==> config.mk <==
export PLATFORM = sky130hd
export DESIGN_NAME = quad_enc_emulator
export DESIGN_NICKNAME = d
export VERILOG_FILES = /design/src/rtl/quad_emu_pkg.sv /design/src/rtl/pwm_duty_meter.sv /design/src/rtl/quad_enc_emulator.sv
export SDC_FILE = /design/constraint.sdc
export NUM_CORES = 1
export LEC_CHECK = 0
export BUFFER_PORTS_ARGS = -buffer_cell sky130_fd_sc_hd__buf_2
export CAP_MARGIN = 20
export CORE_MARGIN = 1.5
export CORE_UTILIZATION = 35
export DETAILED_ROUTE_END_ITERATION = 10
export PLACE_DENSITY = 0.57
export RECOVER_POWER = 25
export SLEW_MARGIN = 30
export SYNTH_ARGS = -nofsm -noshare
export SYNTH_HDL_FRONTEND = slang
export SYNTH_SLANG_ARGS = --single-unit
==> constraint.sdc <==
create_clock -name CLK100MHZ -period 7.9 [get_ports CLK100MHZ]
set_input_delay 0.79 -clock CLK100MHZ [delete_from_list [all_inputs] [get_ports CLK100MHZ]]
set_output_delay 0.79 -clock CLK100MHZ [all_outputs]
set_load 0.01 [all_outputs]
==> src/rtl/quad_emu_pkg.sv <==
// Shared types and quadrature phase helpers for the encoder emulator.
// Phases are stored as {A,B}; forward walks 00 -> 10 -> 11 -> 01 -> 00.
package quad_emu_pkg;

    typedef enum logic [1:0] {
        FWD,
        REV,
        BRAKE
    } dir_e;

    typedef enum logic {
        IDLE,
        RUN
    } step_state_e;

    localparam logic [1:0] PH_00 = 2'b00;
    localparam logic [1:0] PH_10 = 2'b10;
    localparam logic [1:0] PH_11 = 2'b11;
    localparam logic [1:0] PH_01 = 2'b01;

    function automatic logic [1:0] phase_next(input logic [1:0] ph);
        case (ph)
            PH_00:   return PH_10;
            PH_10:   return PH_11;
            PH_11:   return PH_01;
            default: return PH_00;
        endcase
    endfunction

    function automatic logic [1:0] phase_prev(input logic [1:0] ph);
        case (ph)
            PH_00:   return PH_01;
            PH_01:   return PH_11;
            PH_11:   return PH_10;
            default: return PH_00;
        endcase
    endfunction

    function automatic dir_e decode_dir(input logic dir_1, input logic dir_2);
        if (dir_1 && !dir_2) return FWD;
        if (!dir_1 && dir_2) return REV;
        return BRAKE;
    endfunction

endpackage

==> src/rtl/pwm_duty_meter.sv <==
// Synchronises the gated PWM pin and counts its high cycles over a fixed
// power-of-two window; the count (0..PWM_WINDOW) is latched at window end.
module pwm_duty_meter #(
    parameter int PWM_WINDOW = 256
) (
    input  logic                        clk,
    input  logic                        rst,
    input  logic                        pwm,
    output logic [$clog2(PWM_WINDOW):0] duty,
    output logic                        window_done
);

    localparam int CW = $clog2(PWM_WINDOW);
    localparam int DW = CW + 1;

    logic [1:0]    pwm_sync_q;
    logic          pwm_s;
    logic [CW-1:0] win_cnt_q, win_cnt_d;
    logic [DW-1:0] high_cnt_q, high_cnt_d;
    logic [DW-1:0] duty_q, duty_d;

    assign pwm_s       = pwm_sync_q[1];
    assign window_done = (win_cnt_q == CW'(PWM_WINDOW - 1));
    assign duty        = duty_q;

    // The last window cycle is included in the latched count.
    always_comb begin
        high_cnt_d = high_cnt_q + DW'(pwm_s);
        win_cnt_d  = win_cnt_q + 1'b1;
        duty_d     = duty_q;
        if (window_done) begin
            duty_d     = high_cnt_d;
            high_cnt_d = '0;
            win_cnt_d  = '0;
        end
    end

    always_ff @(posedge clk or posedge rst) begin
        if (rst) begin
            pwm_sync_q <= '0;
            win_cnt_q  <= '0;
            high_cnt_q <= '0;
            duty_q     <= '0;
        end else begin
            pwm_sync_q <= {pwm_sync_q[0], pwm};
            win_cnt_q  <= win_cnt_d;
            high_cnt_q <= high_cnt_d;
            duty_q     <= duty_d;
        end
    end

endmodule

==> src/rtl/quad_enc_emulator.sv <==
// Motor + quadrature encoder stand-in: integrates measured PWM duty into steps
// and emits A/B phases and a tracked position bounded by end stops.
module quad_enc_emulator
    import quad_emu_pkg::*;
#(
    parameter int PWM_WINDOW = 256,
    parameter int STEP_DIV   = 1024,
    parameter int POS_INIT   = 0,
    parameter int POS_MIN    = -16,
    parameter int POS_MAX    = 20000
) (
    input  logic        CLK100MHZ,
    input  logic        RESET,
    input  logic        EN,
    input  logic        DIR_1,
    input  logic        DIR_2,
    input  logic        PWM,
    input  logic        LOAD,
    input  logic [31:0] LOAD_POS,
    output logic        ENC_1,
    output logic        ENC_2,
    output logic [31:0] POS,
    output logic        STEP_PULSE,
    output logic        STALL
);

    localparam int DUTY_W = $clog2(PWM_WINDOW) + 1;
    localparam int ACC_W  = $clog2(STEP_DIV + PWM_WINDOW) + 1;

    logic [DUTY_W-1:0] duty;
    logic              unused_window_done;

    pwm_duty_meter #(
        .PWM_WINDOW(PWM_WINDOW)
    ) u_duty (
        .clk        (CLK100MHZ),
        .rst        (RESET),
        .pwm        (PWM),
        .duty       (duty),
        .window_done(unused_window_done)
    );

    logic [1:0]         dir_meta_q, dir_sync_q;
    step_state_e        state_q, state_d;
    logic [ACC_W-1:0]   acc_q, acc_d, acc_sum;
    logic [1:0]         phase_q, phase_d;
    logic signed [31:0] pos_q, pos_d, load_pos;
    logic               pulse_q, pulse_d;
    logic               stall_q, stall_d;
    dir_e               dir;
    logic               fwd, step_req, blocked_cur, blocked_load;

    assign load_pos = LOAD_POS;

    always_comb begin
        dir      = decode_dir(dir_sync_q[0], dir_sync_q[1]);
        fwd      = (dir == FWD);
        state_d  = (EN && dir != BRAKE) ? RUN : IDLE;
        acc_sum  = acc_q + ACC_W'(duty);
        acc_d    = '0;
        step_req = 1'b0;
        if (state_d == RUN) begin
            if (acc_sum >= ACC_W'(STEP_DIV)) begin
                step_req = 1'b1;
                acc_d    = acc_sum - ACC_W'(STEP_DIV);
            end else begin
                acc_d = acc_sum;
            end
        end

        blocked_cur  = fwd ? (pos_q >= POS_MAX) : (pos_q <= POS_MIN);
        blocked_load = fwd ? (load_pos >= POS_MAX) : (load_pos <= POS_MIN);

        pos_d   = pos_q;
        phase_d = phase_q;
        pulse_d = 1'b0;
        stall_d = stall_q;
        // LOAD swallows a coincident step but the accumulator still pays for it.
        if (LOAD) begin
            pos_d   = load_pos;
            stall_d = (stall_q || step_req) && blocked_load;
        end else if (step_req) begin
            if (blocked_cur) begin
                stall_d = 1'b1;
            end else begin
                pos_d   = fwd ? pos_q + 32'sd1 : pos_q - 32'sd1;
                phase_d = fwd ? phase_next(phase_q) : phase_prev(phase_q);
                pulse_d = 1'b1;
                stall_d = 1'b0;
            end
        end
        if (state_d == IDLE && state_q == RUN) begin
            stall_d = 1'b0;
        end
    end

    always_ff @(posedge CLK100MHZ or posedge RESET) begin
        if (RESET) begin
            dir_meta_q <= '0;
            dir_sync_q <= '0;
            state_q    <= IDLE;
            acc_q      <= '0;
            phase_q    <= PH_00;
            pos_q      <= POS_INIT;
            pulse_q    <= 1'b0;
            stall_q    <= 1'b0;
        end else begin
            dir_meta_q <= {DIR_2, DIR_1};
            dir_sync_q <= dir_meta_q;
            state_q    <= state_d;
            acc_q      <= acc_d;
            phase_q    <= phase_d;
            pos_q      <= pos_d;
            pulse_q    <= pulse_d;
            stall_q    <= stall_d;
        end
    end

    assign ENC_1      = phase_q[1];
    assign ENC_2      = phase_q[0];
    assign POS        = pos_q;
    assign STEP_PULSE = pulse_q;
    assign STALL      = stall_q;

endmodule
==> summary.txt, run 1 <==
Status
  – Status: complete, but fails checks
  – Failing checks: capacitance limit, slew limit

GRT
  – Initial antenna violation count: 0
  – GRT Util Overall: between 10% and 20%
  – Largest net degree at the start of global routing: 82
  – Vias in the first global route: 4664
  – Total gr overflow: 0
  – First-pass GRT wire length: around 24000 um

Detailed routing
  – # DRC: 0
  – Final ANT Viol Nets: 0
  – Vias per cell: 5.303
  – Drt pass-1 iters: 4
  – Via count: 4863
  – WL/cell: 15.71 um
  – WL final: roughly 14000 um
  – DRT iter0 DRCs: 331

Die
  – Io pins: 75
  – Die footprint: 0.01673 mm2
  – Core Region: 0.01571 mm2
  – Row count: 46
  – Starting density of the core: 35.56%
  – Die Y: about 130 um
  – Die width: around 130 um

Pwr
  – Peak VDD IR: between 0.1 and 0.15 mV
  – Lkg Pwr: around 3 nW
  – Pwr Density: 189.2 mW/mm2

Clock network
  – Clock Latency Late Sink: 360 ps
  – H-tree levels: 3
  – # clock sinks: between 80 and 90
  – Post-cts gate resize count: 0
  – CTS Buffer Depth: 2
  – Num CTS Buffers: 9
  – Post-CTS Hold Fix Bufs: 0
  – Total setup buffers inserted after CTS: 0
  – CTS clock-pin slew for the worst setup and hold paths: ~70 ps
  – CTS tree: done
  – CTS root buffer: clkbuf_16

Logic synthesis
  – EDFF count, synth: 0
  – Synth async-reset ratio: 100.0%
  – Syn nets: 712
  – Most used DFF post-synth: dfrtp_1
  – Synth top area share: 36.27%
  – Post-synth top area cell: dfrtp_1
  – Top post-synthesis cells by area: dfrtp_1, ha_1, a21oi_1
  – Syn_area_per_cell: 8.926 um2
  – Sequential area share after synthesis: 36.27%
  – Post-synthesis cell type count: 68
  – Synth Register Bits: 81
  – Post-synthesis cell count: approximately 630
  – Synth Cell Area: 0.005588 mm2
  – Warnings from Yosys: 0

Min path
  – HP Class: flop to flop

Worst setup path
  – Crit path kind: input port to asynchronous set/reset pin
  – Critical Path, Cell by Cell: buf_2, clkinvlp_2, clkbuf_1
  – Delay-heaviest family, CP: buffers and inverters
  – Worst Setup End Kind: asynchronous set/reset pin
  – Bufs and invs on worst path: 3
  – CP max stage cell: clkbuf_1
  – Worst path max stage delay: a little over 3000 ps
  – CP Max Fanout: between 80 and 90
  – Crit path DAT: slightly above 4000 ps
  – Critical path startpoint category: input port
  – Critical Path RT: approximately 7300 ps

Cells and area
  – Share of layout cells above drive strength 1: 15.69%
  – Post-Route Utilization: between 40 and 50%
  – Antenna Cells: 0
  – Final #Nets: roughly 780
  – Area Growth Syn to Fin: 15.61%
  – Finished Cell Area: 0.006460 mm2
  – Non-Filler Instances: 917

Timing
  – # setup viols final: 0
  – Clock skew: roughly 10 ps
  – Hold Vio Cnt, Final: 0
  – Unrepaired setup endpoints after global routing: no
  – Slew @ Worst Pin: 4398 ps
  – Setup tns final: 0 ps
  – Fmax: 0.2156 GHz
  – Crit path time final: 4638 ps
  – Tcrit/Tclk final: 58.71%
  – Slew Viols, Final: 82
  – Setup ws final: 3262 ps
  – Relative slew margins: -193.2%

Place
  – Dpl hpwl: between 10000 and 15000 um
  – Placer congestion estimate: 0.8893
  – Cell Area, Placed: 0.006180 mm2
  – Setup WS pre-CTS: 3278 ps
  – IO Port Bufs: 74
  – Inst Count DP: between 900 and 1k

Flow run
  – Max-Cap Viols: 1
-- report_power, final --
group / leakage [nW] / total (mW) / internal, mW / switching, mW
clock network: 0.135 / 0.415 / 0.219 / 0.196
registers: 1.03 / 0.488 / 0.448 / 0.0403
logic: 1.90 / 0.319 / 0.136 / 0.183
-- path summary, 6_finish.rpt --
path	from	end	slack [ps]	depth (start not counted)
worst max register to register	u_duty.duty[0]$_DFFE_PP0P_	phase_q[1]$_DFFE_PP0P_	3310	17
min in group asynchronous	RESET	POS[0]$_DFFE_PP0P_	2170	3
worst max-delay path	RESET	POS[20]$_DFFE_PP0P_	3260	3
worst min-delay path	u_duty.pwm_sync_q[0]$_DFF_PP0_	u_duty.pwm_sync_q[1]$_DFF_PP0_	350	0
max in group CLK100MHZ	u_duty.duty[0]$_DFFE_PP0P_	phase_q[1]$_DFFE_PP0P_	3310	17
worst min register to register	u_duty.pwm_sync_q[0]$_DFF_PP0_	u_duty.pwm_sync_q[1]$_DFF_PP0_	350	0
-- cells by family (layout without fill, tap and decap cells) --
| family | count (synthesis) | in the layout | synth area share, % |
|---|---|---|---|
| AND/OR/NAND/NOR | 215 | 215 | 18.85 |
| AO/OA/AOI/OAI | 189 | 189 | 21.47 |
| flip-flops | 81 | 81 | 36.27 |
| XOR/XNOR | 50 | 50 | 7.837 |
| adder cells (fa/ha/maj) | 47 | 47 | 10.79 |
| buffers and inverters | 31 | 106 | 2.373 |
| multiplexers | 13 | 13 | 2.396 |
-- flip-flops by register name, indices dropped and copies added (netlist names) --
register and count:
POS 32, state_q 1, u_duty.high_cnt_q 9, u_duty.duty 9, u_duty.pwm_sync_q 2, acc_q 12
phase_q 2, u_duty.win_cnt_q 8, STALL 1, dir_sync_q 2, dir_meta_q 2, STEP_PULSE 1
-- cells in the final DEF, fill, tap and decap left out, types with 12 or more instances in the layout --
| cell type | n |
|---|---|
| nand4_1 | 14 |
| nor2_1 | 68 |
| nand3_1 | 18 |
| xnor2_1 | 21 |
| nor4_1 | 12 |
| ha_1 | 45 |
| o21ai_1 | 34 |
| a21oi_1 | 64 |
| o21ai_0 | 19 |
| nand2_1 | 49 |
| dfrtp_1 | 81 |
| buf_2 | 74 |
| xor2_1 | 29 |
| a21o_1 | 19 |
-- through the flow --
step                      power (mW)  hold slack [ps]
after detailed placement      0.8117            337.2
after floorplan               0.7184            331.2
after global routing           1.299            369.0
after global placement        0.8074            337.9
after CTS                      1.234            353.5
final                          1.222            351.8
-- layer usage --
metal / track usage, % / vias up / part of all wire, %
met5: 0 / - / 0
met4: 5.354 / 0 / 1.5
met3: 4.211 / 16 / 5.1
met2: 28.44 / 100 / 45
met1: 25.23 / 2308 / 48
li1: - / 2439 / -
-- cell usage after synthesis (7+ instances only) --
| cell | count |
|---|---|
| dfrtp_1 | 81 |
| nor2_1 | 68 |
| a21oi_1 | 64 |
| nand2_1 | 49 |
| ha_1 | 45 |
| o21ai_1 | 34 |
| xor2_1 | 29 |
| xnor2_1 | 21 |
| a21o_1 | 19 |
| o21ai_0 | 19 |
| nand3_1 | 18 |
| nand4_1 | 14 |
| nor4_1 | 12 |
| and3_1 | 11 |
| clkbuf_1 | 11 |
| inv_1 | 11 |
| mux2i_1 | 10 |
| nor3_1 | 10 |
| a31oi_1 | 7 |
| o21bai_1 | 7 |
-- area by class of cell --
type,instances,area [um2]
Multi-Input combinational cell,514,3437
Clock buffer,9,225.2
Tap cell,216,270.3
Clock inverter,7,61.31
Inverter,13,50.05
Sequential cell,81,2027
Fill cell,1566,9253
Timing Repair Buffer,77,389.1
Note: power is estimated with default switching activity, not from simulation.
==> run 2: changes to the inputs <==
clock period = 4.3 ns   (was 7.9 ns; I/O delays follow)
==> run 2 against run 1 <==
Compared with the run above: the run still ends with capacitance limit, slew limit left; global-route usage is 0.96 points higher; worst setup slack worse by 2900 ps; via count is 4.1% higher; power is 83% higher; count of clock-buffer cells in the layout is 1 higher; register-to-register slack worse by 3000 ps; combinational power is 90% higher; first-iteration DRC count is 7.3% higher; flip-flop and latch count stayed put; clock power is 76% higher; critical endpoint is now POS[24]$_DFFE_PP0P_; largest power group unchanged.
==> summary.txt, run 2 (same netlist as run 1, synthesis figures left out) <==
Worst setup path
  – CP Max Fanout: 24 (-70%)
  – FF-to-FF Start: dir_sync_q[1]$_DFF_PP0_
  – Bufs and invs on worst path: 2 (-1)
  – R2R depth: 13 (-4)
  – CP dominant cell by count: inv_1
  – Critical Path RT: 4580 ps (-2750 ps)
  – Delay-heaviest family, CP: compound AO/OA/AOI/OAI gates
  – CP max stage cell: fa_1
  – Critical path startpoint category: flop
  – Critical R2R Capture: POS[24]$_DFFE_PP0P_
  – Worst Setup End Kind: flop
  – Critical Path, Cell by Cell: inv_1, ha_1, inv_1, fa_1, a211oi_2, o21ai_0, a21oi_2, o221ai_1, a31oi_2, nor2_1, mux2_2, a211o_1, a21oi_1
  – Crit path DAT: 4260 ps (+190 ps)
  – Crit path kind: flop to flop
  – Internal reg-to-reg setup slack: 320 ps (-2990 ps)
  – Worst path max stage delay: 620 ps (-2450 ps)

GRT
  – First-pass GRT wire length: 25310 um (+6.9%)
  – Vias in the first global route: 4980 (+6.8%)
  – Total gr overflow: 0 (unchanged)
  – GRT Util Overall: 19.20% (+0.96 points)
  – Initial antenna violation count: 0 (unchanged)
  – Largest net degree at the start of global routing: 70 (-15%)

Die
  – Die Y: 129.4 um (unchanged)
  – Io pins: 75 (unchanged)
  – Row count: 46 (unchanged)
  – Die width: 129.4 um (unchanged)
  – Die footprint: 0.01673 mm2 (unchanged)
  – Starting density of the core: 35.56% (unchanged)
  – Core Region: 0.01571 mm2 (unchanged)

Timing
  – Crit path time final: roughly 4000 ps
  – Relative slew margins: -62.57% (+130 points)
  – Slew Viols, Final: 53 (-35%)
  – Fmax: 0.2512 GHz
  – Slew @ Worst Pin: 2425 ps (-1973 ps)
  – Unrepaired setup endpoints after global routing: no
  – Tcrit/Tclk final: just over 90%
  – Clock skew: 10.01 ps (+0.1178 ps)
  – Hold Vio Cnt, Final: 0 (unchanged)
  – # setup viols final: 0 (unchanged)
  – Setup tns final: 0 ps (unchanged)

Detailed routing
  – Vias per cell: 5.496 (+3.6%)
  – Via count: 5062 (+4.1%)
  – DRT iter0 DRCs: 355 (+7.3%)
  – Drt pass-1 iters: 5 (+1)
  – WL final: 15410 um (+7.0%)
  – # DRC: 0 (unchanged)
  – Final ANT Viol Nets: 0 (unchanged)
  – WL/cell: 16.73 um (+6.5%)

Cells and area
  – Antenna Cells: 0 (unchanged)
  – Filler cells: 1550 (-1.0%)
  – Multi-input gate area in the final layout: 0.003430 mm2 (-0.22%)
  – Most common cell after layout, fill and taps aside: dfrtp_1
  – Post-Route Utilization: 41.22% (+0.10 points)
  – Final #Nets: 786 (+0.51%)
  – Share of layout cells above drive strength 1: 16.17% (+0.48 points)
  – Max reg flops: 32 (unchanged)
  – Commonest non-fill, non-tap cells in the layout: dfrtp_1, buf_2, nor2_1, a21oi_1, nand2_1
  – Finished Cell Area: 0.006476 mm2 (+0.25%)
  – Area Growth Syn to Fin: 15.90%
  – Sequential Area: 0.002027 mm2 (unchanged)

Clock network
  – CTS root buffer: clkbuf_16
  – CTS Buffer Depth: 2 (unchanged)
  – Clock Latency Late Sink: 350 ps (about the same)
  – CTS clock-pin slew for the worst setup and hold paths: 60 ps (about the same)
  – Num CTS Buffers: 9 (unchanged)
  – # clock sinks: 81 (unchanged)
  – Post-CTS Hold Fix Bufs: 0 (unchanged)
  – H-tree levels: 3 (unchanged)
  – CTS tree: done

Status
  – Failing checks: capacitance limit, slew limit
  – Status: complete, but fails checks

Min path
  – HP Class: input port to flop
  – HP Start: PWM
  – Worst hold endpoint: u_duty.pwm_sync_q[0]$_DFF_PP0_
  – Worst Hold Depth: 1 (+1)

Pwr
  – Lkg Pwr: 3.085 nW (+0.69%)
  – Pwr Density: 344.9 mW/mm2 (+82%)
  – Peak VDD IR: 0.2066 mV (+47%)

Place
  – Placer congestion estimate: 0.9020 (+1.4%)
  – Dpl hpwl: 11450 um (+6.9%)
  – Cell Area, Placed: 0.006191 mm2 (+0.18%)
  – IO Port Bufs: 74 (unchanged)

Flow run
  – Max-Cap Viols: 1 (unchanged)
[run 2: cell count changes in the layout (fill, tap and decap cells not counted), sizes merged]
cell	previous run	this run
clkinvlp	3	2
buf	76	81
clkinv	2	5
inv	15	12
[run 2: stage by stage]
step	hold WS, ps	cells	power [mW]	setup WS, ps
after floorplan	331.2	626	1.320	712.0
after global placement	338.8	904	1.492	399.6
after detailed placement	339.6	904	1.504	266.1
after CTS	166.6	920	2.252	228.4
after global routing	172.8	921	2.359	14.37
final	186.2	921	2.234	318.7
[run 2: routing by layer]
layer | vias to the layer above | global-route usage (%) | wire length (um)
met3 | 22 | 3.386 | 739
met2 | 145 | 30.10 | 7036
met1 | 2463 | 26.49 | 7357
met4 | 0 | 7.138 | 279
met5 | - | 0 | 0
li1 | 2432 | - | -
[run 2: worst register-to-register path, stage by stage, from the launching register on]
cell      delay (ps)
dfrtp_1          360
inv_1             50
ha_1             320
inv_1            480
fa_1             630
a211oi_2         310
o21ai_0          180
a21oi_2          310
o221ai_1         220
a31oi_2          290
nor2_1            90
mux2_2           280
a211o_1          270
a21oi_1          130
[run 2: final cells by class]
class / count / area share (%)
multi-input combinational: 514 / 52.96
timing repair buffer: 81 / 6.588
inverter: 13 / 0.7728
clock inverter: 6 / 0.6762
clock buffer: 10 / 3.536
sequential: 81 / 31.30
tap: 216 / 4.173
[run 2: how the worst max path moves through the flow]
stage | startpoint | endpoint | slack [ps] | cells after the start
6_report | dir_sync_q[1]$_DFF_PP0_ | POS[24]$_DFFE_PP0P_ | 320 | 13
3_3_place_gp | dir_sync_q[0]$_DFF_PP0_ | POS[24]$_DFFE_PP0P_ | 400 | 12
2_1_floorplan | dir_sync_q[0]$_DFF_PP0_ | POS[24]$_DFFE_PP0P_ | 710 | 13
4_1_cts | u_duty.duty[0]$_DFFE_PP0P_ | POS[31]$_DFFE_PP0P_ | 230 | 18
3_5_place_dp | u_duty.duty[4]$_DFFE_PP0P_ | POS[31]$_DFFE_PP0P_ | 270 | 16
5_1_grt | dir_sync_q[1]$_DFF_PP0_ | POS[24]$_DFFE_PP0P_ | 10 | 13
[run 2: repair_timing]
item | in CTS | in global routing
endpoints found under the setup margin | 0 | 5
gates resized for setup | 0 | 1
buffers inserted | 0 | 1
[run 2: report_power, final]
group | internal, mW | switching, mW | total (mW)
combinational | 0.253 | 0.354 | 0.607
clock | 0.393 | 0.336 | 0.729
sequential | 0.824 | 0.0742 | 0.898
==> run 3: changes to the inputs <==
REMOVE_ABC_BUFFERS = 1   (was not set)
==> run 3 against run 2 <==
Compared with the run above: the run still ends with capacitance limit, slew limit left; first-iteration DRC count shrank 30%; clock power up 7.3%; count of clock-buffer cells in the layout is 2 higher; global-route usage decreased by 1.1 points; final cell count grew 0.22%; critical path type unchanged; largest cell class unchanged.
==> summary.txt, run 3 (same netlist as run 1, synthesis figures left out) <==
Status
  – Status: complete, but fails checks
  – Failing checks: capacitance limit, slew limit

Detailed routing
  – # DRC: 0 (unchanged)
  – Via count: 4922 (-2.8%)
  – WL/cell: 15.57 um (-7.0%)
  – WL final: 14370 um (-6.8%)
  – Drt pass-1 iters: 5 (unchanged)
  – Vias per cell: 5.333 (-3.0%)
  – Final ANT Viol Nets: 0 (unchanged)
  – DRT iter0 DRCs: 248 (-30%)

Timing
  – Tcrit/Tclk final: 90.61% (-2.0 points)
  – Clock skew: 5.242 ps (-4.771 ps)
  – Slew Viols, Final: 54 (+1.9%)
  – Slew @ Worst Pin: 2332 ps (-93.28 ps)
  – # setup viols final: 0 (unchanged)
  – Crit path time final: 3896 ps (-85.14 ps)
  – Relative slew margins: -56.31% (+6.3 points)
  – Fmax: 0.2567 GHz (+2.2%)
  – Hold Vio Cnt, Final: 0 (unchanged)
  – Setup tns final: 0 ps (unchanged)

Worst setup path
  – Crit path DAT: 4120 ps (-140 ps)
  – CP max stage cell: o41ai_4
  – Crit path kind: flop to flop
  – Worst path max stage delay: 440 ps (-180 ps)
  – Internal reg-to-reg setup slack: 400 ps (+90 ps)
  – Critical Path RT: 4520 ps (-60 ps)
  – Worst Setup End Kind: flop
  – Critical Path End: POS[31]$_DFFE_PP0P_
  – Critical path startpoint category: flop
  – CP dominant cell by count: a21oi_1
  – Critical Path Source: u_duty.duty[0]$_DFFE_PP0P_
  – Critical R2R Capture: POS[31]$_DFFE_PP0P_
  – R2R depth: 18 (+5)
  – FF-to-FF Start: u_duty.duty[0]$_DFFE_PP0P_
  – Critical Path, Cell by Cell: ha_1, fa_1, a21o_1, a22oi_1, a21oi_1, a21oi_1, nor2b_1, xnor2_1, inv_1, ha_1, nor4b_1, nand3_1, o41ai_4, nand3_2, buf_6, and3b_1, a21oi_1, nand3_1
  – CP Max Fanout: 51 (+110%)

Cells and area
  – Filler cells: 1573 (+1.5%)
  – Sequential Area: 0.002027 mm2 (unchanged)
  – Commonest non-fill, non-tap cells in the layout: dfrtp_1, buf_2, nor2_1, a21oi_1, nand2_1
  – Antenna Cells: 0 (unchanged)
  – Share of layout cells above drive strength 1: 16.27% (+0.096 points)
  – Multi-input gate area in the final layout: 0.003430 mm2 (unchanged)
  – Final #Nets: 788 (+0.25%)
  – Most common cell after layout, fill and taps aside: dfrtp_1
  – Non-Filler Instances: 923 (+0.22%)
  – Area Growth Syn to Fin: 16.64%
  – Max reg flops: 32 (unchanged)

Clock network
  – CTS clock-pin slew for the worst setup and hold paths: 60 ps (about the same)
  – H-tree levels: 3 (unchanged)
  – CTS tree: done
  – Num CTS Buffers: 9 (unchanged)
  – CTS root buffer: clkbuf_16
  – Post-CTS Hold Fix Bufs: 0 (unchanged)
  – # clock sinks: 81 (unchanged)
  – Clock Latency Late Sink: 340 ps (about the same)
  – CTS Buffer Depth: 2 (unchanged)

Min path
  – HP Start: DIR_2
  – HP Class: input port to flop

Place
  – Placer congestion estimate: 0.8671 (-3.9%)
  – Dpl hpwl: 11000 um (-3.9%)
  – Inst Count DP: 905 (+0.11%)
  – IO Port Bufs: 74 (unchanged)

Pwr
  – Net Sw Power: 0.7276 mW (-4.7%)
  – Net Sw Frac: 32.01% (-2.2 points)
  – Lkg Pwr: 3.110 nW (+0.82%)
  – Sequential share of power: 39.5% (-0.7 points)
  – Pwr Density: 348.8 mW/mm2 (+1.1%)
  – Combinational share of power: 26.1% (-1.1 points)
  – Internal power: 1.546 mW (+5.1%)
  – Peak VDD IR: 0.2212 mV (+7.1%)
  – Clk network pwr share: 34.4% (+1.8 points)

Die
  – Die Y: 129.4 um (unchanged)
  – Die footprint: 0.01673 mm2 (unchanged)
  – Die width: 129.4 um (unchanged)
  – Io pins: 75 (unchanged)
  – Core Region: 0.01571 mm2 (unchanged)
  – Row count: 46 (unchanged)
  – Starting density of the core: 35.56% (unchanged)

GRT
  – Total gr overflow: 0 (unchanged)
  – GRT Util Overall: 18.06% (-1.1 points)
  – Vias in the first global route: 4836 (-2.9%)
  – Initial antenna violation count: 0 (unchanged)
  – First-pass GRT wire length: 23690 um (-6.4%)
  – Largest net degree at the start of global routing: 54 (-23%)

Flow run
  – Max-Cap Viols: 1 (unchanged)
==> run 3: cell count changes in the layout (fill, tap and decap cells not counted) <==
cell	before	now
clkinv_2	2	1
inv_6	1	0
buf_4	6	8
bufinv_16	0	1
clkinvlp_4	1	0
clkbuf_1	1	2
clkbuf_8	0	1
==> run 3: final cells by class <==
| cell class | instances | area share (%) |
|---|---|---|
| multi-input cells | 514 | 52.62 |
| flip-flops and latches | 81 | 31.10 |
| repair buffers | 83 | 6.777 |
| well taps | 216 | 4.147 |
| clock buffers | 12 | 3.782 |
| clock inverters | 4 | 0.8063 |
| inverters | 13 | 0.7679 |
==> run 3: worst min path at each step <==
stage	end	cells past startpoint
2_1_floorplan	dir_sync_q[0]$_DFF_PP0_	0
3_3_place_gp	dir_sync_q[1]$_DFF_PP0_	0
3_5_place_dp	dir_sync_q[0]$_DFF_PP0_	0
4_1_cts	dir_meta_q[1]$_DFF_PP0_	1
5_1_grt	dir_meta_q[1]$_DFF_PP0_	1
6_report	dir_meta_q[1]$_DFF_PP0_	1
==> run 3: routing by layer <==
metal,vias up,part of all wire [%],GRT usage [%]
li1,2441,-,-
met1,2349,46,22.97
met2,116,48,31.04
met3,16,4.8,3.799
met4,0,1.2,5.023
met5,-,0,0
==> run 3: repair_timing <==
| action | in CTS | in global routing |
|---|---|---|
| resized for setup | 0 | 1 |
| setup endpoints to repair | 0 | 12 |
| buffers inserted | 0 | 2 |
==> run 3: critical path, delay by kind of cell (launching register included) <==
| family | cells | cell delay [ps] |
|---|---|---|
| flops | 1 | 380 |
| simple gates | 6 | 920 |
| fa+ha+maj | 3 | 820 |
| buf+inv | 2 | 330 |
| compound gates | 6 | 1160 |
| xor+xnor | 1 | 160 |
==> run 3: metrics by stage <==
step / hold slack, ps / total power, mW / setup slack [ps] / utilization, % / instance area [um2]
CTS: 178.9 / 2.297 / 275.0 / 41.35 / 6497
global placement: 335.0 / 1.490 / 427.9 / 39.45 / 6198
floorplan: 331.2 / 1.312 / 28.39 / - / 5504
global route: 174.0 / 2.415 / -22.61 / 41.48 / 6518
detailed placement: 334.7 / 1.501 / 311.0 / 39.45 / 6198
finish: 189.8 / 2.273 / 403.9 / 41.48 / 6518
==> run 3: power groups by stage <==
stage	Sequential [mW]	Combinational, mW	Clock [mW]
3_5_place_dp	0.912	0.589	0
4_1_cts	0.898	0.594	0.805
5_1_grt	0.908	0.668	0.839
2_1_floorplan	0.902	0.410	0
3_3_place_gp	0.910	0.581	0
6_report	0.897	0.594	0.782
